===== src/rtl/mem_access_ctrl.sv =====
// MEM-stage load/store sequencer: single-outstanding req/ack bus handshake,
// byte-enable/store-data generation, alignment exceptions and bus timeout.
//
// state | meaning
// IDLE  | ready for a new access from the MEM stage
// BUS   | bus_req asserted, waiting for bus_ack or timeout
// RESP  | one-cycle response strobe, then back to IDLE
module mem_access_ctrl #(
  parameter int TIMEOUT = 255,
  parameter int TO_W    = 8
) (
  input  logic        clk,
  input  logic        reset,
  input  logic        req_valid,
  output logic        req_ready,
  input  logic [2:0]  req_op,
  input  logic [31:0] req_addr,
  input  logic [31:0] req_wdata,
  output logic        bus_req,
  output logic        bus_we,
  output logic [31:0] bus_addr,
  output logic [3:0]  bus_be,
  output logic [31:0] bus_wdata,
  input  logic        bus_ack,
  input  logic [31:0] bus_rdata,
  output logic        rsp_valid,
  output logic [31:0] rsp_rdata,
  output logic [1:0]  ext_a,
  output logic [2:0]  ext_op,
  output logic        exc_adel,
  output logic        exc_ades,
  output logic        rsp_err,
  output logic        stall
);

  localparam logic [1:0] IDLE = 2'd0;
  localparam logic [1:0] BUS  = 2'd1;
  localparam logic [1:0] RESP = 2'd2;

  localparam logic [TO_W-1:0] TO_LIM = TO_W'(TIMEOUT);

  logic [1:0]      state;
  logic [2:0]      op_q;
  logic [31:0]     addr_q;
  logic [31:0]     wdata_q;
  logic [TO_W-1:0] cnt;
  logic [TO_W-1:0] cnt_inc;
  logic            to_hit;
  logic            st_in;
  logic            st_q;
  logic            mis_in;
  logic [3:0]      be_c;
  logic [31:0]     wd_c;

  assign st_in   = (req_op >= 3'd5);
  assign st_q    = (op_q >= 3'd5);
  assign cnt_inc = cnt + 1'b1;
  assign to_hit  = (TIMEOUT != 0) && (cnt_inc == TO_LIM);

  always_comb begin
    mis_in = 1'b0;
    case (req_op)
      3'd0, 3'd5:       mis_in = (req_addr[1:0] != 2'b00);
      3'd3, 3'd4, 3'd6: mis_in = req_addr[0];
      default:          mis_in = 1'b0;
    endcase
  end

  always_ff @(posedge clk or negedge reset) begin
    if (!reset) begin
      state     <= IDLE;
      op_q      <= '0;
      addr_q    <= '0;
      wdata_q   <= '0;
      cnt       <= '0;
      rsp_rdata <= '0;
      ext_a     <= '0;
      ext_op    <= '0;
      exc_adel  <= 1'b0;
      exc_ades  <= 1'b0;
      rsp_err   <= 1'b0;
    end else begin
      case (state)
        IDLE: begin
          if (req_valid) begin
            op_q      <= req_op;
            addr_q    <= req_addr;
            wdata_q   <= req_wdata;
            ext_a     <= req_addr[1:0];
            ext_op    <= st_in ? 3'b000 : req_op;
            rsp_rdata <= '0;
            cnt       <= '0;
            if (mis_in) begin
              exc_adel <= ~st_in;
              exc_ades <= st_in;
              state    <= RESP;
            end else begin
              state <= BUS;
            end
          end
        end
        BUS: begin
          // ack takes priority over a timeout expiring in the same cycle
          if (bus_ack) begin
            if (!st_q) rsp_rdata <= bus_rdata;
            cnt   <= '0;
            state <= RESP;
          end else if (to_hit) begin
            cnt     <= '0;
            rsp_err <= 1'b1;
            state   <= RESP;
          end else begin
            cnt <= cnt_inc;
          end
        end
        RESP: begin
          exc_adel <= 1'b0;
          exc_ades <= 1'b0;
          rsp_err  <= 1'b0;
          state    <= IDLE;
        end
        default: state <= IDLE;
      endcase
    end
  end

  always_comb begin
    be_c = 4'b1111;
    wd_c = wdata_q;
    case (op_q)
      3'd6: begin
        be_c = addr_q[1] ? 4'b1100 : 4'b0011;
        wd_c = {2{wdata_q[15:0]}};
      end
      3'd7: begin
        be_c = 4'b0001 << addr_q[1:0];
        wd_c = {4{wdata_q[7:0]}};
      end
      default: begin
        be_c = 4'b1111;
        wd_c = wdata_q;
      end
    endcase
  end

  assign req_ready = (state == IDLE);
  assign rsp_valid = (state == RESP);
  assign bus_req   = (state == BUS);
  assign bus_we    = bus_req & st_q;
  assign bus_addr  = bus_req ? {addr_q[31:2], 2'b00} : 32'h0;
  assign bus_be    = bus_req ? be_c : 4'b0000;
  assign bus_wdata = (bus_req && st_q) ? wd_c : 32'h0;
  assign stall     = ((state == IDLE) && req_valid) || (state == BUS);

endmodule


===== config.mk =====
export PLATFORM = sky130hd
export DESIGN_NAME = mem_access_ctrl
export DESIGN_NICKNAME = d
export VERILOG_FILES = /design/src/rtl/mem_access_ctrl.sv
export SDC_FILE = /design/constraint.sdc
export NUM_CORES = 1
export LEC_CHECK = 0
export CORE_MARGIN = 4
export CORE_UTILIZATION = 35
export DETAILED_ROUTE_END_ITERATION = 7
export GPL_TIMING_DRIVEN = 1
export MAX_ROUTING_LAYER = met4
export PLACE_DENSITY = 0.75
export SLEW_MARGIN = 20
export SYNTH_ARGS = -nofsm -noshare
export SYNTH_HDL_FRONTEND = slang
export SYNTH_SLANG_ARGS = --single-unit

===== constraint.sdc =====
create_clock -name clk -period 1.8 [get_ports clk]
set_input_delay 0.36 -clock clk [delete_from_list [all_inputs] [get_ports clk]]
set_output_delay 0.36 -clock clk [all_outputs]
set_load 0.01 [all_outputs]

# ---- Yosys cells after proc, flatten, opt, wreduce, memory -nomap -nowiden
# Cells that the tools add are included.
dict set report totals {
  latchBits 0
  mem_count 0
  ram_bits 0
  ff_bits 117
  wordCells 80
  rom_bits 0
  output_inout_bits 113
}
dict set report op_classes {
  order_cmp 2
  mul 0
  mux 30
  add_sub_neg 1
  bitwise 2
  n_reduce_logical 17
  div_mod_pow 0
  shifts 1
  n_eq_ne 16
}
# cell n
set ops {}
lappend ops {{$mux 32} 5}
lappend ops {{$pmux 32 s2} 2}
lappend ops {{$mux 8} 3}
lappend ops {{$pmux 8 s2} 1}
lappend ops {{$eq 3x3->1 const B} 5}
lappend ops {{$add 8x1->8 const B} 1}
lappend ops {{$eq 8x8->1 const B} 1}
lappend ops {{$mux 2} 4}
lappend ops {{$mux 4} 2}
lappend ops {{$pmux 1 s2} 4}
lappend ops {{$pmux 4 s2} 1}
lappend ops {{$reduce_bool 2->1} 4}
lappend ops {{$ge 3x3->1 const B} 2}
lappend ops {{$mux 1} 6}
lappend ops {{$ne 2x1->1 const B} 3}
lappend ops {{$ne 2x2->1 const B} 3}
lappend ops {{$reduce_and 2->1} 3}
lappend ops {{$reduce_and 3->1} 2}
lappend ops {{$pmux 2 s2} 1}
lappend ops {{$reduce_and 4->1} 1}
lappend ops {{$shl 1x2->4 const A} 1}
lappend ops {{$eq 3x2->1 const B} 1}
lappend ops {{$logic_not 3->1} 1}
lappend ops {{$mux 3} 1}
lappend ops {{other kinds (10)} 11}

# ---- Depth between registers and ports, before layout
# Gate-level depths: netlist of run 1.
dict set report logic_depth {
  word_depth 6
  depth_mapped 11
  mapped_depth_nobuf 8
}

# ---- Least setup slack after synthesis of run 1
# No wires, ideal clock.
dict set report synth_path {
  path_type {register to output}
  startpoint {register state[1]}
  endpoint {output bus_wdata[30]}
  slack_ps -474
  required_time_ps 1440
  arrival_time_ps 1914
  stages_incl_launch_ff 9
  cell_sequence {dfrtp_1 -> inv_1 -> ha_1 -> nand2_1 -> or2_2 -> inv_1 -> clkbuf_1 -> o21ai_0 -> a21oi_1}
}
dict set report synth_between {
  elab_chain_cells 3
}
# element line_no
set synth_rtl {}
lappend synth_rtl {{from (decl)} 42} ;# logic [1:0] state;
lappend synth_rtl {{from (signal assigned)} 71} ;# state <= IDLE;
lappend synth_rtl {{from (signal assigned)} 96} ;# state <= RESP;
lappend synth_rtl {{from (signal assigned)} 98} ;# state <= BUS;
lappend synth_rtl {{$eq 2x1->1} 148} ;# assign bus_req = (state == BUS);
lappend synth_rtl {{named net bus_req} 19} ;# output logic bus_req,
lappend synth_rtl {{$logic_and 1x1->1} 152} ;# assign bus_wdata = (bus_req && st_q) ? wd_c : 32'h0;
lappend synth_rtl {{$mux 32} 152}
lappend synth_rtl {{to (decl)} 23} ;# output logic [31:0] bus_wdata,
# The timed path passes the listed nets, and every way through them passes these cells.

# ---- Final worst setup path of run 1
dict set report layout_path {
  startpoint {register state[1]}
  endpoint {output bus_wdata[28]}
}
dict set report layout_between {
  elab_chain_cells 3
}
# element line_no
set layout_rtl {}
lappend layout_rtl {{$eq 2x1->1} 148}
lappend layout_rtl {{$logic_and 1x1->1} 152}
lappend layout_rtl {{$mux 32} 152}
# No other way between the ends.

==> impl_metrics.json, run 1 <==
{
  "peakVddDrop_mv": 0.822,
  "fin_area_um2": 10200,
  "synthCells": 541,
  "r2r_cells": 10,
  "cap_violations": 0,
  "synth_seq_area_share_pct": 50.9,
  "outcome": "finished with violations",
  "clk_pin_slew_ns": 0.06,
  "dpl_cell_area_um2": 8450,
  "final_util_pct": 64.4,
  "critPathCapture": "bus_wdata[28]",
  "gr-usage-all-layers_pct": 19.8,
  "critical_path.max_fanout": 5,
  "most-common-layout-cells": "clkdlybuf4s50_1, dfrtp_1, nand2_1",
  "htreeDepth": 4,
  "yosysWarnings": 0,
  "critPathRequiredTime_ns": 1.44,
  "final.period_utilization_pct": 124,
  "criticalPathCategory": "reg -> out",
  "start_util_pct": 35.6,
  "avgSynthCellArea_um2": 10.5,
  "synth_cell_types": 49,
  "grt_max_degree": 74,
  "final_common_cell": "clkdlybuf4s50_1",
  "worst_slack_ns": -0.427,
  "antenna_found_initial": 0,
  "drt-total-wl_um": 20000,
  "post-route-min-period_ns": 2.23,
  "grt_pass1_wl_um": 27400,
  "port_buffers": 213,
  "whs_ns": 0.472,
  "instances_no_fill": 1077,
  "ys_ff_latch": 115,
  "fin_worst_skew_ns": 0.00694,
  "leakage_nw": 4.54,
  "r2r_start": "state[0]$_DFFE_PN0P_",
  "die_area_um2": 18300,
  "r2r_end": "rsp_rdata[20]$_DFFE_PN0P_",
  "worst_setup_path_end_kind": "output port",
  "rows": 46,
  "rsz0062_at_grt": "true",
  "antenna_left": 0,
  "crit_chain": "inv_2 > ha_4 > nand2_4 > or2_4 > clkinvlp_4 > buf_6 > o21ai_2 > a21oi_2 > buf_2",
  "drc": 0,
  "numCtsBuffers": 17,
  "drtIter0Drc": 232,
  "crit_path_start_kind": "flop",
  "clkLatencyLatePin_ns": 0.42,
  "synthToLayoutAreaGrowth_pct": 81.0,
  "grt_pass1_vias": 5127,
  "place_congestion": 0.843,
  "ys.flop_type": "dfrtp_1",
  "max_freq_mhz": 449,
  "slew_violations": 0,
  "place_inst": 987,
  "fin_nets": 958,
  "async_flop_share_pct": 100,
  "drive_gt1_share_pct": 45.8,
  "cts_buffer_depth": 2,
  "slowest_stage": "dfrtp_1",
  "synth_edf_count": 0,
  "crit_arrival_ns": 1.87,
  "core-area_um2": 15900,
  "cts_root_buf": "clkbuf_16",
  "num_vias": 5225,
  "finalHoldViolCount": 0,
  "violations": "negative setup slack",
  "clock_sinks": 115,
  "via_per_inst": 4.85,
  "die_w_um": 135,
  "startpoint": "state[1]$_DFFE_PN0P_",
  "drtPass1Iterations": 5,
  "critPathMaxStageDelay_ns": 0.38,
  "hp-class": "reg -> reg",
  "ios": 216,
  "p_per_area_nw_per_um2": 1780,
  "wl_per_cell_um": 18.6,
  "n_antenna_cell": 0,
  "setup_viol": 179,
  "syn_area_um2": 5650,
  "die_h_um": 135,
  "cts_tree": "yes",
  "dpl.hpwl_um": 11200,
  "rrSetupSlack_ns": -0.40,
  "grt.overflow.total": 0
}
[per-stage QoR]
step | TNS [ns] | setup slack, ns | total power, mW
6_report | -48.19 | -0.427 | 18.2
5_1_grt | -60.37 | -0.533 | 19.2
4_1_cts | -38.13 | -0.455 | 16.4
3_5_place_dp | -41.03 | -0.512 | 11.8
3_3_place_gp | -39.88 | -0.469 | 11.7
2_1_floorplan | -5.04 | -0.155 | 8.62
[synth_stat cells, types with 3 or more instances]
| library cell | n | share of area, % |
|---|---|---|
| ha_1 | 5 | 1.1 |
| nand2b_1 | 5 | 0.55 |
| o211ai_1 | 4 | 0.53 |
| buf_4 | 4 | 0.53 |
| a22oi_1 | 7 | 0.93 |
| a21oi_1 | 21 | 1.9 |
| inv_1 | 12 | 0.80 |
| nor2_1 | 20 | 1.3 |
| nor3_1 | 5 | 0.44 |
| nand2_1 | 100 | 6.6 |
| dfrtp_1 | 115 | 51 |
| buf_6 | 9 | 1.8 |
| and2_1 | 41 | 4.5 |
| and3_1 | 3 | 0.33 |
| mux2i_1 | 8 | 1.4 |
| nand3_1 | 8 | 0.71 |
| buf_2 | 7 | 0.62 |
| o21ai_2 | 28 | 4.3 |
| clkbuf_1 | 19 | 1.3 |
| o21ai_0 | 19 | 1.7 |
| mux2_2 | 67 | 13 |
[timing repair]
action / in CTS / in global routing
hold buffers: 1 / 0
endpoints found under the hold margin: 115 / 0
buffers inserted: 16 / 23
gates cloned: 7 / 18
endpoints found under the setup margin: 179 / 183
pin swaps: 9 / 25
resized for setup: 364 / 84
[sequential cells by signal (all words and copies together) (netlist names)]
name	cells
exc_ades	1
rsp_rdata	32
addr_q	31
exc_adel	1
ext_op	3
wdata_q	32
cnt	8
rsp_err	1
op_q	3
ext_a	1
state	2
[worst max-delay path: cells and delay by family (launching register included)]
kind                       cells  cell delay [ns]
adders and majority gates      1             0.14
DFF                            1             0.38
and+or+nand+nor                2             0.32
AOI/OAI and AO/OA              2             0.15
buffers and inverters          4             0.46
[power by group]
part | switching (mW) | total [mW] | internal [mW]
combinational | 4.37 | 10.2 | 5.84
sequential | 0.861 | 4.67 | 3.81
clock | 1.16 | 3.32 | 2.16
total | 6.40 | 18.2 | 11.8
[logic make-up after synthesis]
group                    count (synthesis)  share of synthesized area, %
other                                    1                        0.0663
flip-flops                             115                          50.9
adder cells (fa/ha/maj)                  5                          1.11
multiplexers                            75                          14.8
AO/OA/AOI/OAI                           96                          11.6
XOR/XNOR                                 3                         0.465
buffers and inverters                   53                          5.18
AND/OR/NAND/NOR                        193                          15.9
[worst min-delay path by stage]
stage | from | end | slack [ns] | depth (start not counted)
2_1_floorplan | reset | addr_q[10]$_DFFE_PN0P_ | 0.06 | 0
3_3_place_gp | reset | rsp_err$_DFFE_PN0P_ | 0.40 | 2
3_5_place_dp | reset | rsp_rdata[10]$_DFFE_PN0P_ | 0.40 | 2
4_1_cts | rsp_rdata[6]$_DFFE_PN0P_ | rsp_rdata[6]$_DFFE_PN0P_ | 0.48 | 2
5_1_grt | bus_rdata[30] | rsp_rdata[30]$_DFFE_PN0P_ | 0.49 | 3
6_report | rsp_rdata[6]$_DFFE_PN0P_ | rsp_rdata[6]$_DFFE_PN0P_ | 0.47 | 2
[metal layers]
layer	part of all wire [%]	GRT usage, %	vias up
li1	-	-	2451
met1	40	23.9	2550
met2	50	31.2	191
met3	7.2	6.00	33
met4	2.2	7.50	0
met5	0	-	-
[cell type report]
type                       count  area [um^2]
fill                        1241         5650
timing repair buffer         328         3540
multi-input combinational    374         2900
sequential                   115         2880
clock buffer                  25          495
tap                          216          270
clock inverter                 5         75.1
inverter                      13         68.8
timing repair inverter         1         7.51
Note: power is estimated with default switching activity, not from simulation.
==> inputs of run 2 (changes only) <==
--- a/config.mk
+++ b/config.mk
@@ -9,8 +9,10 @@
 export CORE_UTILIZATION = 35
 export DETAILED_ROUTE_END_ITERATION = 7
 export GPL_TIMING_DRIVEN = 1
+export HOLD_SLACK_MARGIN = 0.12
 export MAX_ROUTING_LAYER = met4
 export PLACE_DENSITY = 0.75
+export REMOVE_ABC_BUFFERS = 1
 export SLEW_MARGIN = 20
 export SYNTH_ARGS = -nofsm -noshare
 export SYNTH_HDL_FRONTEND = slang
==> impl_metrics.json, run 2 (synthesized netlist as in run 1, its figures left out) <==
{
  "outcome": "finished with violations",
  "violations": "negative setup slack",
  "dpl_cell_area_um2": 8350,
  "drtPass1Iterations": 6,
  "numCtsBuffers": 17,
  "seq_area_um2": 2880,
  "core-area_um2": 15900,
  "fin_nets": 955,
  "cpMostUsedCell": "buf_6",
  "max_freq_mhz": 447,
  "slew_violations": 0,
  "crit_chain": "inv_2 > ha_4 > nand2_2 > or2_4 > inv_6 > buf_12 > buf_6 > and2_4 > buf_6",
  "port_buffers": 213,
  "num_vias": 5264,
  "whs_ns": 0.333,
  "final.period_utilization_pct": 124,
  "grt_max_degree": 57,
  "critPathMaxStageDelay_ns": 0.39,
  "crit_path_start_kind": "flop",
  "fin_area_um2": 10100,
  "slew_headroom_pct": 65.2,
  "ios": 216,
  "wl_per_cell_um": 18.3,
  "worst_slack_ns": -0.435,
  "peakVddDrop_mv": 0.976,
  "critPathTopFamily": "buffers and inverters",
  "clock_sinks": 115,
  "die_h_um": 135,
  "grt.overflow.total": 0,
  "largest_registers": "rsp_rdata: 32 flops, wdata_q: 32 flops, addr_q: 31 flops",
  "critical_path.max_fanout": 8,
  "crit_buf_inv": 5,
  "synthToLayoutAreaGrowth_pct": 79.3,
  "p_per_area_nw_per_um2": 1830,
  "setup_viol": 112,
  "via_per_inst": 4.90,
  "grt_pass1_vias": 5508,
  "antenna_left": 0,
  "drc": 0,
  "finalPower_mw": 18.6,
  "drtIter0Drc": 270,
  "drt-total-wl_um": 19700,
  "fin_worst_skew_ns": 0.00571,
  "antenna_found_initial": 0,
  "die_area_um2": 18300,
  "slowest_stage": "dfrtp_1",
  "cts_root_buf": "clkbuf_16",
  "gr-usage-all-layers_pct": 21.6,
  "tns_ns": -33.41,
  "finalHoldViolCount": 0,
  "rsz0062_at_grt": "true",
  "start_util_pct": 35.6,
  "clkLatencyLatePin_ns": 0.41,
  "drive_gt1_share_pct": 47.8,
  "cts_buffer_depth": 2,
  "die_w_um": 135,
  "n_antenna_cell": 0,
  "place_congestion": 0.795,
  "place_ws_ns": -0.589,
  "hp-class": "in -> async",
  "leakage_nw": 4.65,
  "clk_pin_slew_ns": 0.06,
  "final_common_cell": "clkdlybuf4s50_1",
  "cts_tree": "yes",
  "rows": 46,
  "crit_arrival_ns": 1.87,
  "worst_setup_path_end_kind": "output port",
  "htreeDepth": 4,
  "dpl.hpwl_um": 11900,
  "cap_violations": 0,
  "critPathRequiredTime_ns": 1.44,
  "most-common-layout-cells": "clkdlybuf4s50_1, dfrtp_1, nand2_1",
  "tightestPinTransition_ns": 0.519,
  "criticalPathCategory": "reg -> out",
  "n_fill_cell": 1207,
  "multiInputGateArea_um2": 3010,
  "post-route-min-period_ns": 2.23,
  "grt_pass1_wl_um": 29600
}
==> run 2: changes by cell type in the layout (fill, tap and decap cells not counted), sizes merged, moves of 4 or more <==
| cell | previous run | this run |
|---|---|---|
| clkinvlp | 1 | 5 |
| clkdlybuf4s50 | 139 | 134 |
| clkdlybuf4s15 | 8 | 0 |
| clkbuf | 36 | 21 |
| dlymetal6s2s | 2 | 7 |
| buf | 167 | 179 |
==> run 2: path summary, 6_finish.rpt <==
kind	depth (start not counted)	endpoint	startpoint	slack, ns
setup / recovery	9	bus_wdata[1]	state[1]$_DFFE_PN0P_	-0.43
hold / removal	2	wdata_q[31]$_DFFE_PN0P_	reset	0.33
setup reg to reg	12	rsp_rdata[0]$_DFFE_PN0P_	state[1]$_DFFE_PN0P_	-0.40
hold reg to reg	2	rsp_rdata[13]$_DFFE_PN0P_	rsp_rdata[13]$_DFFE_PN0P_	0.48
max in group asynchronous	3	rsp_rdata[6]$_DFFE_PN0P_	reset	0.88
min in group clk	2	rsp_rdata[13]$_DFFE_PN0P_	rsp_rdata[13]$_DFFE_PN0P_	0.48
==> run 2: worst reg2reg max path: cells and delay by family, from the launching register on <==
family / cells / cell delay [ns]
buffers and inverters: 7 / 0.76
and+or+nand+nor: 2 / 0.55
DFF: 1 / 0.39
AOI/OAI and AO/OA: 2 / 0.28
adders and majority gates: 1 / 0.13
==> run 2: power by group <==
group / total, mW / switching, mW / leakage [nW] / internal [mW]
clock: 3.58 / 1.24 / 0.290 / 2.34
combinational: 10.3 / 4.47 / 2.92 / 5.80
sequential: 4.75 / 0.936 / 1.44 / 3.81
total: 18.6 / 6.64 / 4.65 / 11.9
==> run 2: final cells by class <==
cell class | count | area share [%]
tap | 216 | 2.67
multi-input combinational | 375 | 29.7
clock inverter | 13 | 1.83
timing repair buffer | 325 | 32.5
clock buffer | 18 | 4.33
inverter | 13 | 0.605
sequential | 115 | 28.4
==> run 2: metal layers <==
metal | routed length (um) | GRT usage, % | vias up
met2 | 10300 | 36.8 | 202
met1 | 7460 | 24.0 | 2581
met5 | 0 | - | -
met4 | 387 | 7.56 | 0
li1 | - | - | 2451
met3 | 1510 | 6.78 | 30
==> run 2: timing repair <==
| action | CTS | global route |
|---|---|---|
| resized for setup | 438 | 68 |
| hold endpoints to repair | 115 | 0 |
| hold buffers | 1 | 0 |
| setup endpoints to repair | 167 | 141 |
| pin swaps | 59 | 19 |
| gates cloned | 15 | 2 |
| setup buffers | 29 | 9 |
==> run 2: stage by stage <==
| step | std cells | utilization (%) |
|---|---|---|
| after global placement | 991 | 52.6 |
| after global routing | 1075 | 63.8 |
| final | 1075 | 63.8 |
| after detailed placement | 991 | 52.6 |
| after floorplan | 502 | - |
| after CTS | 1066 | 61.6 |
==> inputs of run 3 (changes only) <==
--- a/config.mk
+++ b/config.mk
@@ -6,13 +6,14 @@
 export NUM_CORES = 1
 export LEC_CHECK = 0
 export CORE_MARGIN = 4
-export CORE_UTILIZATION = 35
+export CORE_UTILIZATION = 40
 export DETAILED_ROUTE_END_ITERATION = 7
 export GPL_TIMING_DRIVEN = 1
 export HOLD_SLACK_MARGIN = 0.12
 export MAX_ROUTING_LAYER = met4
-export PLACE_DENSITY = 0.75
+export PLACE_DENSITY = 0.83
 export REMOVE_ABC_BUFFERS = 1
+export SETUP_SLACK_MARGIN = 0.3
 export SLEW_MARGIN = 20
 export SYNTH_ARGS = -nofsm -noshare
 export SYNTH_HDL_FRONTEND = slang
==> impl_metrics.json, run 3 (synthesized netlist as in run 1, its figures left out) <==
{
  "r2r_start": "state[1]$_DFFE_PN0P_",
  "tns_ns": -49.15,
  "leakage_nw": 5.22,
  "htreeDepth": 4,
  "start_util_pct": 40.7,
  "port_buffers": 213,
  "crit_arrival_ns": 1.97,
  "cts_tree": "yes",
  "rows": 43,
  "drtPass1Iterations": 5,
  "n_antenna_cell": 0,
  "num_vias": 5577,
  "largest_registers": "rsp_rdata: 32 flops, wdata_q: 32 flops, addr_q: 31 flops",
  "clkLatencyLatePin_ns": 0.42,
  "drt-total-wl_um": 22500,
  "slew_violations": 0,
  "fin_nets": 970,
  "place_ws_ns": -0.589,
  "hp-class": "in -> async",
  "antenna_found_initial": 0,
  "gr-usage-all-layers_pct": 25.5,
  "critical_path.max_fanout": 6,
  "drc": 0,
  "setup_viol": 182,
  "critPathTopFamily": "buffers and inverters",
  "core-area_um2": 13900,
  "violations": "negative setup slack",
  "drtIter0Drc": 260,
  "critPathRequiredTime_ns": 1.44,
  "cts_buffer_depth": 2,
  "drive_gt1_share_pct": 51.1,
  "die_area_um2": 16100,
  "clock_sinks": 115,
  "grt_pass1_vias": 5907,
  "worst_setup_path_end_kind": "output port",
  "whs_ns": 0.388,
  "p_per_area_nw_per_um2": 1800,
  "slowest_stage": "dfrtp_1",
  "startpoint": "state[1]$_DFFE_PN0P_",
  "grt.overflow.total": 0,
  "most-common-layout-cells": "dfrtp_1, clkdlybuf4s50_1, nand2_1",
  "peakVddDrop_mv": 1.03,
  "worst_slack_ns": -0.530,
  "synthToLayoutAreaGrowth_pct": 86.3,
  "dpl.hpwl_um": 12300,
  "die_h_um": 127,
  "antenna_left": 0,
  "via_per_inst": 5.29,
  "max_freq_mhz": 429,
  "post-route-min-period_ns": 2.33,
  "outcome": "finished with violations",
  "die_w_um": 127,
  "place_inst": 947,
  "crit_buf_inv": 4,
  "ios": 216,
  "final_common_cell": "dfrtp_1",
  "place_congestion": 0.806,
  "fin_worst_skew_ns": 0.0130,
  "cts_root_buf": "clkbuf_16",
  "slew_headroom_pct": 64.2,
  "finalHoldViolCount": 0,
  "rsz0062_at_grt": "true",
  "clk_pin_slew_ns": 0.06,
  "instances_no_fill": 1054,
  "cap_violations": 0,
  "wl_per_cell_um": 21.3,
  "critPathMaxStageDelay_ns": 0.41,
  "numCtsBuffers": 17,
  "crit_chain": "inv_2 > ha_4 > nand2_4 > or2_4 > inv_6 > buf_6 > o21ai_4 > a21oi_2 > buf_2",
  "final.period_utilization_pct": 129,
  "crit_path_start_kind": "flop",
  "grt_pass1_wl_um": 30700,
  "tightestPinTransition_ns": 0.531,
  "criticalPathCategory": "reg -> out",
  "grt_max_degree": 47
}
## run 3: cell types whose count changed in the layout (fill, tap and decap cells not counted), moves of 6 or more
cell | before | now
and2_1 | 29 | 19
and2_4 | 13 | 23
buf_16 | 13 | 7
buf_2 | 55 | 43
buf_6 | 38 | 61
clkdlybuf4s50_1 | 134 | 101
dlymetal6s2s_1 | 7 | 30
mux2_2 | 67 | 48
mux2_4 | 0 | 19
nand2_2 | 14 | 24
nand2_4 | 17 | 3
## run 3: final timing paths
| kind | endpoint | slack [ns] | cells after the start |
|---|---|---|---|
| setup / recovery | bus_wdata[29] | -0.53 | 9 |
| hold / removal | addr_q[1]$_DFFE_PN0P_ | 0.39 | 2 |
| setup reg to reg | cnt[3]$_DFFE_PN0P_ | -0.43 | 15 |
| hold reg to reg | rsp_rdata[25]$_DFFE_PN0P_ | 0.47 | 2 |
| max in group asynchronous | rsp_rdata[23]$_DFFE_PN0P_ | 0.84 | 3 |
| min in group clk | rsp_rdata[25]$_DFFE_PN0P_ | 0.47 | 2 |
## run 3: routing by layer
metal / GRT usage (%) / part of all wire, % / wire length [um]
met1: 27.1 / 36 / 8120
met3: 7.87 / 7.4 / 1660
met4: 11.2 / 3.5 / 786
met5: - / 0 / 0
met2: 43.6 / 53 / 11900
## run 3: metrics by stage
step	total power [mW]	utilization (%)	cell area, um^2
after floorplan	7.95	-	5420
after detailed placement	11.6	59.3	8240
after CTS	16.9	69.7	9670
after global placement	11.3	59.3	8240
final	19.0	75.9	10500
after global routing	19.8	75.9	10500
## run 3: cell type report
cell class | instances | area, um^2
clock buffers | 23 | 498
fillers | 890 | 3350
multi-input cells | 374 | 3150
clock inverters | 8 | 100
inverters | 13 | 61.3
flip-flops and latches | 115 | 2880
repair buffers | 341 | 3620
well taps | 180 | 225
## run 3: power by group
part           switching, mW  internal (mW)  total [mW]
registers               1.03           3.81        4.85
clock network           1.20           2.21        3.41
logic                   4.75           5.95        10.7
total                   6.99           12.0        19.0
## run 3: worst reg2reg max path, delay by kind of cell (launching register included)
family	cells	cell delay [ns]
DFF	1	0.38
buffers and inverters	10	1.08
AOI/OAI and AO/OA	3	0.32
adders and majority gates	1	0.18
and+or+nand+nor	1	0.16
## run 3: repair_timing
action | CTS | global route
pin swaps | 24 | 31
hold buffers | 1 | 0
setup endpoints to repair | 226 | 221
gates resized for setup | 453 | 161
endpoints found under the hold margin | 16 | 0
buffers inserted | 38 | 19
cloned | 9 | 9
